$ cat src/rtl/if_fetch_stage_pkg.sv
// Shared types and constants for the instruction-fetch stage.
package if_fetch_stage_pkg;

  localparam logic [31:0] RESET_PC_DEF  = 32'h0000_0000;
  localparam logic [31:0] NOP_INSTR_DEF = 32'h0000_0000;  // sll $0,$0,0
  localparam logic [31:0] PC_INC        = 32'd4;

  typedef enum logic [1:0] {
    S_IDLE = 2'd0,
    S_REQ  = 2'd1,
    S_HOLD = 2'd2,
    S_DROP = 2'd3
  } fetch_state_t;

  // Clear the byte-offset bits so every fetch address is word aligned.
  function automatic logic [31:0] word_align(input logic [31:0] addr);
    return addr & 32'hFFFF_FFFC;
  endfunction

endpackage

$ cat src/rtl/if_fetch_stage_if.sv
// Instruction-memory request/acknowledge bus seen by the fetch stage.
interface if_fetch_stage_if;

  logic        imem_req;
  logic [31:0] imem_addr;
  logic        imem_ack;
  logic [31:0] imem_rdata;

  modport master (
    output imem_req,
    output imem_addr,
    input  imem_ack,
    input  imem_rdata
  );

  modport slave (
    input  imem_req,
    input  imem_addr,
    output imem_ack,
    output imem_rdata
  );

endinterface

$ cat src/rtl/if_fetch_stage_if_id_reg.sv
// IF/ID pipeline register: load a fetched instruction, insert a bubble, or hold.
import if_fetch_stage_pkg::*;

module if_fetch_stage_if_id_reg #(
  parameter logic [31:0] NOP_INSTR = NOP_INSTR_DEF
) (
  input  logic        clk,
  input  logic        rst_n,
  input  logic        load,
  input  logic        bubble,
  input  logic [31:0] instr_in,
  input  logic [31:0] pc4_in,
  output logic [31:0] instr,
  output logic [31:0] pc4,
  output logic        valid
);

  // Load has priority over bubble; with neither asserted the register holds.
  always_ff @(posedge clk or negedge rst_n) begin
    if (!rst_n) begin
      instr <= NOP_INSTR;
      pc4   <= 32'd0;
      valid <= 1'b0;
    end else if (load) begin
      instr <= instr_in;
      pc4   <= pc4_in;
      valid <= 1'b1;
    end else if (bubble) begin
      instr <= NOP_INSTR;
      pc4   <= 32'd0;
      valid <= 1'b0;
    end
  end

endmodule

$ cat src/rtl/if_fetch_stage.sv
// MIPS instruction-fetch stage: PC, fetch FSM, one-entry skid buffer, IF/ID register.
import if_fetch_stage_pkg::*;

module if_fetch_stage #(
  parameter logic [31:0] RESET_PC  = RESET_PC_DEF,
  parameter logic [31:0] NOP_INSTR = NOP_INSTR_DEF
) (
  input  logic                    clk,
  input  logic                    rst_n,
  input  logic                    pcwrite,
  input  logic                    ifwrite,
  input  logic                    redirect_valid,
  input  logic [31:0]             redirect_pc,
  if_fetch_stage_if.master        imem,
  output logic [31:0]             if_id_instr,
  output logic [31:0]             if_id_pc4,
  output logic                    if_id_valid
);

  fetch_state_t state_r, state_nxt;
  logic [31:0]  pc_r, pc_nxt;
  logic [31:0]  req_addr_r, req_addr_nxt;
  logic [31:0]  skid_instr_r, skid_instr_nxt;
  logic [31:0]  skid_pc4_r, skid_pc4_nxt;
  logic         skid_valid_r, skid_valid_nxt;
  logic         imem_req_r, req_nxt_s;

  logic         advance_s, ack_s;
  logic [31:0]  pc_plus4_s, target_s;
  logic         ifid_load_s, ifid_bubble_s;
  logic [31:0]  ifid_instr_s, ifid_pc4_s;

  assign advance_s  = pcwrite & ifwrite;
  assign ack_s      = imem.imem_ack & imem_req_r;   // ack only counts while requesting
  assign pc_plus4_s = pc_r + PC_INC;                // wraps naturally at 32 bits
  assign target_s   = word_align(redirect_pc);
  assign req_nxt_s  = (state_nxt == S_REQ) || (state_nxt == S_DROP);

  assign imem.imem_req  = imem_req_r;
  assign imem.imem_addr = req_addr_r;

  // Next-state, PC, skid buffer and IF/ID control; redirect outranks every stall.
  always_comb begin
    state_nxt      = state_r;
    pc_nxt         = pc_r;
    req_addr_nxt   = req_addr_r;
    skid_instr_nxt = skid_instr_r;
    skid_pc4_nxt   = skid_pc4_r;
    skid_valid_nxt = skid_valid_r;
    ifid_load_s    = 1'b0;
    ifid_bubble_s  = 1'b0;
    ifid_instr_s   = imem.imem_rdata;
    ifid_pc4_s     = pc_plus4_s;

    if (redirect_valid) begin
      ifid_bubble_s  = 1'b1;
      skid_valid_nxt = 1'b0;
      pc_nxt         = target_s;
      case (state_r)
        S_REQ: begin
          if (ack_s) begin
            req_addr_nxt = target_s;
            state_nxt    = S_REQ;
          end else begin
            state_nxt    = S_DROP;     // old request must complete first
          end
        end
        S_DROP: begin
          if (ack_s) begin
            req_addr_nxt = target_s;
            state_nxt    = S_REQ;
          end else begin
            state_nxt    = S_DROP;
          end
        end
        default: begin                 // S_IDLE, S_HOLD: nothing in flight
          req_addr_nxt = target_s;
          state_nxt    = S_REQ;
        end
      endcase
    end else begin
      case (state_r)
        S_IDLE: begin
          req_addr_nxt = pc_r;
          state_nxt    = S_REQ;
        end
        S_REQ: begin
          if (ack_s && advance_s) begin
            ifid_load_s  = 1'b1;
            pc_nxt       = pc_plus4_s;
            req_addr_nxt = pc_plus4_s;
          end else if (ack_s) begin
            skid_instr_nxt = imem.imem_rdata;
            skid_pc4_nxt   = pc_plus4_s;
            skid_valid_nxt = 1'b1;
            ifid_bubble_s  = ifwrite;
            state_nxt      = S_HOLD;
          end else begin
            ifid_bubble_s  = ifwrite;
          end
        end
        S_HOLD: begin
          if (advance_s) begin
            ifid_load_s    = 1'b1;
            ifid_instr_s   = skid_instr_r;
            ifid_pc4_s     = skid_pc4_r;
            skid_valid_nxt = 1'b0;
            pc_nxt         = pc_plus4_s;
            req_addr_nxt   = pc_plus4_s;
            state_nxt      = S_REQ;
          end else begin
            ifid_bubble_s  = ifwrite;
          end
        end
        S_DROP: begin
          ifid_bubble_s = ifwrite;
          if (ack_s) begin
            req_addr_nxt = pc_r;       // discard stale word, fetch the redirect target
            state_nxt    = S_REQ;
          end else begin
            state_nxt    = S_DROP;
          end
        end
        default: begin
          state_nxt = S_IDLE;
        end
      endcase
    end
  end

  // Fetch state, PC, request address/strobe and skid buffer registers.
  always_ff @(posedge clk or negedge rst_n) begin
    if (!rst_n) begin
      state_r      <= S_IDLE;
      pc_r         <= RESET_PC;
      req_addr_r   <= RESET_PC;
      imem_req_r   <= 1'b0;
      skid_instr_r <= NOP_INSTR;
      skid_pc4_r   <= 32'd0;
      skid_valid_r <= 1'b0;
    end else begin
      state_r      <= state_nxt;
      pc_r         <= pc_nxt;
      req_addr_r   <= req_addr_nxt;
      imem_req_r   <= req_nxt_s;
      skid_instr_r <= skid_instr_nxt;
      skid_pc4_r   <= skid_pc4_nxt;
      skid_valid_r <= skid_valid_nxt;
    end
  end

  if_fetch_stage_if_id_reg #(
    .NOP_INSTR (NOP_INSTR)
  ) u_if_id_reg (
    .clk      (clk),
    .rst_n    (rst_n),
    .load     (ifid_load_s),
    .bubble   (ifid_bubble_s),
    .instr_in (ifid_instr_s),
    .pc4_in   (ifid_pc4_s),
    .instr    (if_id_instr),
    .pc4      (if_id_pc4),
    .valid    (if_id_valid)
  );

endmodule
$ cat src/flat_wrapper.sv
// flat-port wrapper written by rule: the top's interface ports become plain ports
module if_fetch_stage_flat 
#(
  parameter logic [31:0] RESET_PC  = RESET_PC_DEF,
  parameter logic [31:0] NOP_INSTR = NOP_INSTR_DEF
)
  (clk, rst_n, pcwrite, ifwrite, redirect_valid, redirect_pc, if_id_instr, if_id_pc4, if_id_valid, imem_imem_req, imem_imem_addr, imem_imem_ack, imem_imem_rdata);
  if_fetch_stage_if imem_i ();
  input  logic clk;
  input  logic rst_n;
  input  logic pcwrite;
  input  logic ifwrite;
  input  logic redirect_valid;
  input  logic [31:0] redirect_pc;
  output logic [31:0] if_id_instr;
  output logic [31:0] if_id_pc4;
  output logic if_id_valid;
  output wire logic [$bits(imem_i.imem_req)-1:0] imem_imem_req;
  output wire logic [$bits(imem_i.imem_addr)-1:0] imem_imem_addr;
  input wire logic [$bits(imem_i.imem_ack)-1:0] imem_imem_ack;
  input wire logic [$bits(imem_i.imem_rdata)-1:0] imem_imem_rdata;
  assign imem_imem_req = imem_i.imem_req;
  assign imem_imem_addr = imem_i.imem_addr;
  assign imem_i.imem_ack = imem_imem_ack;
  assign imem_i.imem_rdata = imem_imem_rdata;
  if_fetch_stage #(.RESET_PC(RESET_PC), .NOP_INSTR(NOP_INSTR)) u_core (.clk(clk), .rst_n(rst_n), .pcwrite(pcwrite), .ifwrite(ifwrite), .redirect_valid(redirect_valid), .redirect_pc(redirect_pc), .imem(imem_i), .if_id_instr(if_id_instr), .if_id_pc4(if_id_pc4), .if_id_valid(if_id_valid));
endmodule
$ cat config.mk
export PLATFORM = sky130hd
export DESIGN_NAME = if_fetch_stage_flat
export DESIGN_NICKNAME = d
export VERILOG_FILES = /design/src/rtl/if_fetch_stage_pkg.sv /design/src/rtl/if_fetch_stage_if.sv /design/src/rtl/if_fetch_stage_if_id_reg.sv /design/src/rtl/if_fetch_stage.sv /design/src/flat_wrapper.sv
export SDC_FILE = /design/constraint.sdc
export NUM_CORES = 1
export LEC_CHECK = 0
export BUFFER_PORTS_ARGS = -buffer_cell sky130_fd_sc_hd__clkbuf_2
export CAP_MARGIN = 20
export CORE_MARGIN = 3
export CORE_UTILIZATION = 47
export DETAILED_ROUTE_END_ITERATION = 12
export MAX_ROUTING_LAYER = met4
export PLACE_DENSITY = 0.69
export SYNTH_ARGS = -nofsm -noshare
export SYNTH_HDL_FRONTEND = slang
export SYNTH_SLANG_ARGS = --single-unit
$ cat constraint.sdc
create_clock -name clk -period 6.3 [get_ports clk]
set_input_delay 0.315 -clock clk [delete_from_list [all_inputs] [get_ports clk]]
set_output_delay 0.315 -clock clk [all_outputs]
set_load 0.01 [all_outputs]
==> results.md <==
- The most common cell in the synthesized netlist is dfrtp_1.
- After layout, the minimum clock period comes to approximately 3.7 ns.
- The worst register-to-register path begins at u_core.state_r[0]$_DFF_PN0_.
- The die extent in x is approximately 150 µm.
- The level count of the clock H-tree is 4.
- The flip-flop cell with the highest count after synthesis is dfrtp_1.
- The number of global-route vias before repair is between 7000 and 8000.
- During synthesis, Yosys emitted a total of 0 warnings.
- The analysis attributes to cell leakage a power of between 0.005 and 0.006 µW.
- After technology mapping, the gate count stands at around 990.
- The final-stage net count is between 1000 and 1500.
- The final worst hold slack is around 0.011 ns.
- For this configuration, the core starts out at a cell density of 48.79%.
- Tracing the worst setup path back leads to its startpoint at u_core.state_r[0]$_DFF_PN0_.
- In this run the tightest slew margin relative to its limit is 26.99%.
- Global routing used between 30% and 40% of the available met1 tracks.
- The repair_antennas step left the layout with diodes totalling 0.
- Of the post-synthesis cell area, the part taken by muxes is a little under a tenth.
- The number of resized instances in the post-cts repair step is 0.
- The flow ran to the end, and the final reports show no timing, DRC or antenna violations.
- The critical path in this run is classified as reg2reg.
- The post-synthesis instance area is ~9700 µm².
- During placement, the flow inserted port buffers numbering approximately 160.
- The number of clock buffers added by TritonCTS is 17.
- The synthesized netlist devotes less than 1% of its cell area to adder and majority cells.
- The residual DRC count is 0.
- The class of the tightest hold or removal check is in2async.
- The number of core rows is a little over 50.
- The most critical setup path has its endpoint at u_core.u_if_id_reg.pc4[26]$_DFFE_PN0P_.
- For this run the aggregate overflow at the end of global routing stands at 0.
- The average wire per cell in the routed design is between 15 and 20 µm.
- The endpoint of the worst-slack reg-to-reg timing path is u_core.u_if_id_reg.pc4[26]$_DFFE_PN0P_.
- The setup fix buffers added after clock tree synthesis is 0.
- The floorplan die height is roughly 150 µm.
- STA classifies the critical path endpoint as a flop.
- The core region is about 20000 µm².
- Global routing used between 30% and 40% of the available met2 tracks.
- By area, the combinational part of the netlist is dominated by simple AND/OR/NAND/NOR gates.
- After clock tree synthesis, the flow added hold-fix buffers numbering 0.
- The worst setup slack after layout is about 2.6 ns.
- The worst-case vdd ir drop is about 0.22 mV.
- The number of hold violations in the final report is 0.
- Setup total negative slack on the finished layout was measured at 0 ns.
- Counting distinct cell types in the post-synthesis netlist gives 64.
- The worst path required time is 6.61 ns.
- The placed wire-length estimate after detailed placement is 17050 µm.
- Prior to clock tree synthesis, the placed netlist has a worst setup slack of roughly 2.6 ns.
- around 170 I/O pins were placed.
- The clock-pin slew on the worst setup and hold paths is ~0.08 ns.
- Wires add up to between 20000 and 30000 µm.
- The final-report max-slew violation count is 0.
- The first-pass iteration count of the detailed router is 6.
- The cell area power density is ~370 nW/µm².
- The depth of the worst register-to-register path is 10.
- A synthesized cell averages between 9 and 10 µm².
- The number of antenna violations at the first check in global routing is 0.
- Once detail routing completed, the nets flagged for antenna violations numbered 0.
- In the post-synthesis netlist, the biggest area contributors are dfrtp_1 (49%), mux2_2 (4.8%), mux2i_1 (4.7%).
- The largest net degree at the start of global routing is ~110.
- Setup violations remaining at the end of the flow were counted as 0.
- The share of the core filled with cells is 56.51%.
- The synthesized netlist devotes under 10% of its cell area to XOR and XNOR gates.
- The final estimated routing congestion in global placement is around 0.88.
- The clock tree from TritonCTS is built.
- The number of enable-type register cells in the synthesized netlist is 0.
- The part of the Yosys area used for sequential elements is approximately half.
- The compound-cell area share of the yosys netlist is 14.72%.
- For the worst-skew pair, the clock arrives at the later sink with an insertion delay of about 0.45 ns.
- Counting stages on the worst path, the most repeated cell is buf_4.
- The post-route netlist has around 24% of its cells at a drive strength greater than 1.
- After synthesis, the most frequently instantiated cells are dfrtp_1 (189), nand2_1 (115), o21ai_0 (82).
- Walking the worst path, the cells encountered are inv_1 -> ha_1 -> nor2b_1 -> o211a_1 -> buf_4 -> a211oi_4 -> buf_8 -> buf_4 -> a32oi_1 -> o21ai_0.
- The die covers around 22000 µm².
- The first global-routing pass estimated between 40000 and 50000 µm of wire.
- For the pin with the worst max-slew slack, the measured transition is 1.085 ns.
- From synthesis to final layout, the design area changed by 15.83%.
- The number of buffer and inverter stages on the critical path is 4.
- Setup repair after global routing left no endpoint under its margin.
- The initial DRC count is 663.
- Data arrives at the worst endpoint at about 4.0 ns.
- The global routing's busiest layer is met2.
- The master of the slowest instance on the critical path is ha_1.
- The setup check on the worst reg-to-reg path leaves a slack of between 2 and 3 ns.
- The met3 usage is under 10%.
- The count of state elements after synthesis is ~190.
- STA classifies the critical path startpoint as a flop.
- The async set or reset register ratio after synthesis is between 90% and 100%.
- Clock tree synthesis selected as its root buffer the cell clkbuf_16.
- The largest fanout on the critical path is 34.
- The largest single stage delay on the critical path is 0.88 ns.
- The leading area contributor after synthesis is dfrtp_1.
- The worst path uses between 50% and 60% of the clock period.
- The dominant delay contributor by cell family on the critical path is buffers and inverters.
- The post-synthesis share of cell area spent on and, or, nand and nor gates is between 15 and 20%.
- Summing internal, switching and leakage power gives between 4000 and 5000 µW.
- The via-per-instance ratio is roughly 5.7.
- Static timing analysis puts the maximum clock frequency at ~270 MHz.
- The number of clock sinks seen by CTS is between 150 and 200.
- The worst setup skew after layout is between 0.01 and 0.015 ns.
- Detailed routing inserted a total of around 8000 vias.
- In this run the number of cells on the critical path is 10.
- In this run the biggest area consumer among cell types represents slightly below 50% of the synthesized area.
- The number of max-cap violations is 0.
- The overall track demand over capacity in global routing is about a quarter.
- The maximum clock insertion buffer count is 2.
worst min-delay path by stage:
| stage | startpoint | endpoint | slack [ns] | depth (start not counted) |
|---|---|---|---|---|
| after detailed placement | u_core.u_if_id_reg.pc4[9]$_DFFE_PN0P_ | u_core.u_if_id_reg.pc4[9]$_DFFE_PN0P_ | 0.47 | 1 |
| after CTS | rst_n | u_core.imem.imem_addr[11]$_DFFE_PN0P_ | 0.05 | 1 |
| after floorplan | rst_n | u_core.imem.imem_addr[10]$_DFFE_PN0P_ | 0.02 | 0 |
| final | rst_n | u_core.imem.imem_addr[11]$_DFFE_PN0P_ | 0.01 | 1 |
| after global placement | u_core.u_if_id_reg.instr[12]$_DFFE_PN0P_ | u_core.u_if_id_reg.instr[12]$_DFFE_PN0P_ | 0.46 | 2 |
| after global routing | rst_n | u_core.imem.imem_addr[11]$_DFFE_PN0P_ | 0.08 | 1 |
cell type report:
| type | count | area, µm² |
|---|---|---|
| inverters | 8 | 30.03 |
| fillers | 1787 | 8631 |
| clock buffers | 17 | 425.4 |
| multi-input cells | 702 | 4562 |
| well taps | 265 | 331.6 |
| clock inverters | 15 | 195.2 |
| flip-flops and latches | 189 | 4730 |
| repair buffers | 176 | 940.9 |
metrics by stage:
stage / std cells / cell area [µm²]
finish: 1372 / 11210
global route: 1372 / 11210
global placement: 1336 / 10550
floorplan: 987 / 9686
detailed placement: 1337 / 10560
CTS: 1369 / 11180
worst reg2reg max path: stages, from the launching register on:
cell and delay, ns:
dfrtp_1 0.45, inv_1 0.10, ha_1 0.88, nor2b_1 0.63
o211a_1 0.26, buf_4 0.30, a211oi_4 0.15, buf_8 0.22
buf_4 0.26, a32oi_1 0.20, o21ai_0 0.11
kinds of logic after synthesis:
family,count (synthesis)
simple gates,315
buf+inv,96
compound gates,227
xor+xnor,67
flops,189
other cells,1
mux,86
fa+ha+maj,5
layout by cell type, fill, tap and decap left out, types with 7 or more instances in the layout:
master       n
dfrtp_1    189
clkbuf_2   162
nand2_1    114
o21ai_0     82
nor2_1      73
a21oi_1     53
mux2i_1     45
xnor2_1     43
mux2_2      41
nand3_1     26
xor2_1      24
nand4_1     20
clkbuf_16   17
nor3_1      16
nor4_1      13
a21o_1      12
buf_4       10
inv_1        8
and3_1       8
and4_1       7
a32oi_1      7
a22o_1       7
a31oi_1      7
registers in the layout, indices dropped and copies added (netlist names):
register and cells:
u_core.skid_instr_r 32, u_core.u_if_id_reg.instr 32, u_core.imem.imem_addr 31, u_core.pc_r 30, u_core.skid_pc4_r 30, u_core.u_if_id_reg.pc4 30
u_core.state_r 2, u_core.imem.imem_req 1, u_core.u_if_id_reg.valid 1
report_power, final:
group          switching [µW]  internal [µW]  leakage (µW)
logic                     716            500       0.00253
registers                 238           1560       0.00234
clock network             534            608      0.000306
total                    1490           2670       0.00517
metal layers:
metal | vias up | part of all wire [%]
met5 | - | 0
met4 | 0 | 2.1
met3 | 33 | 5.8
met2 | 265 | 47
met1 | 3797 | 45
li1 | 3690 | -
Power figures use the tool's default switching activity.
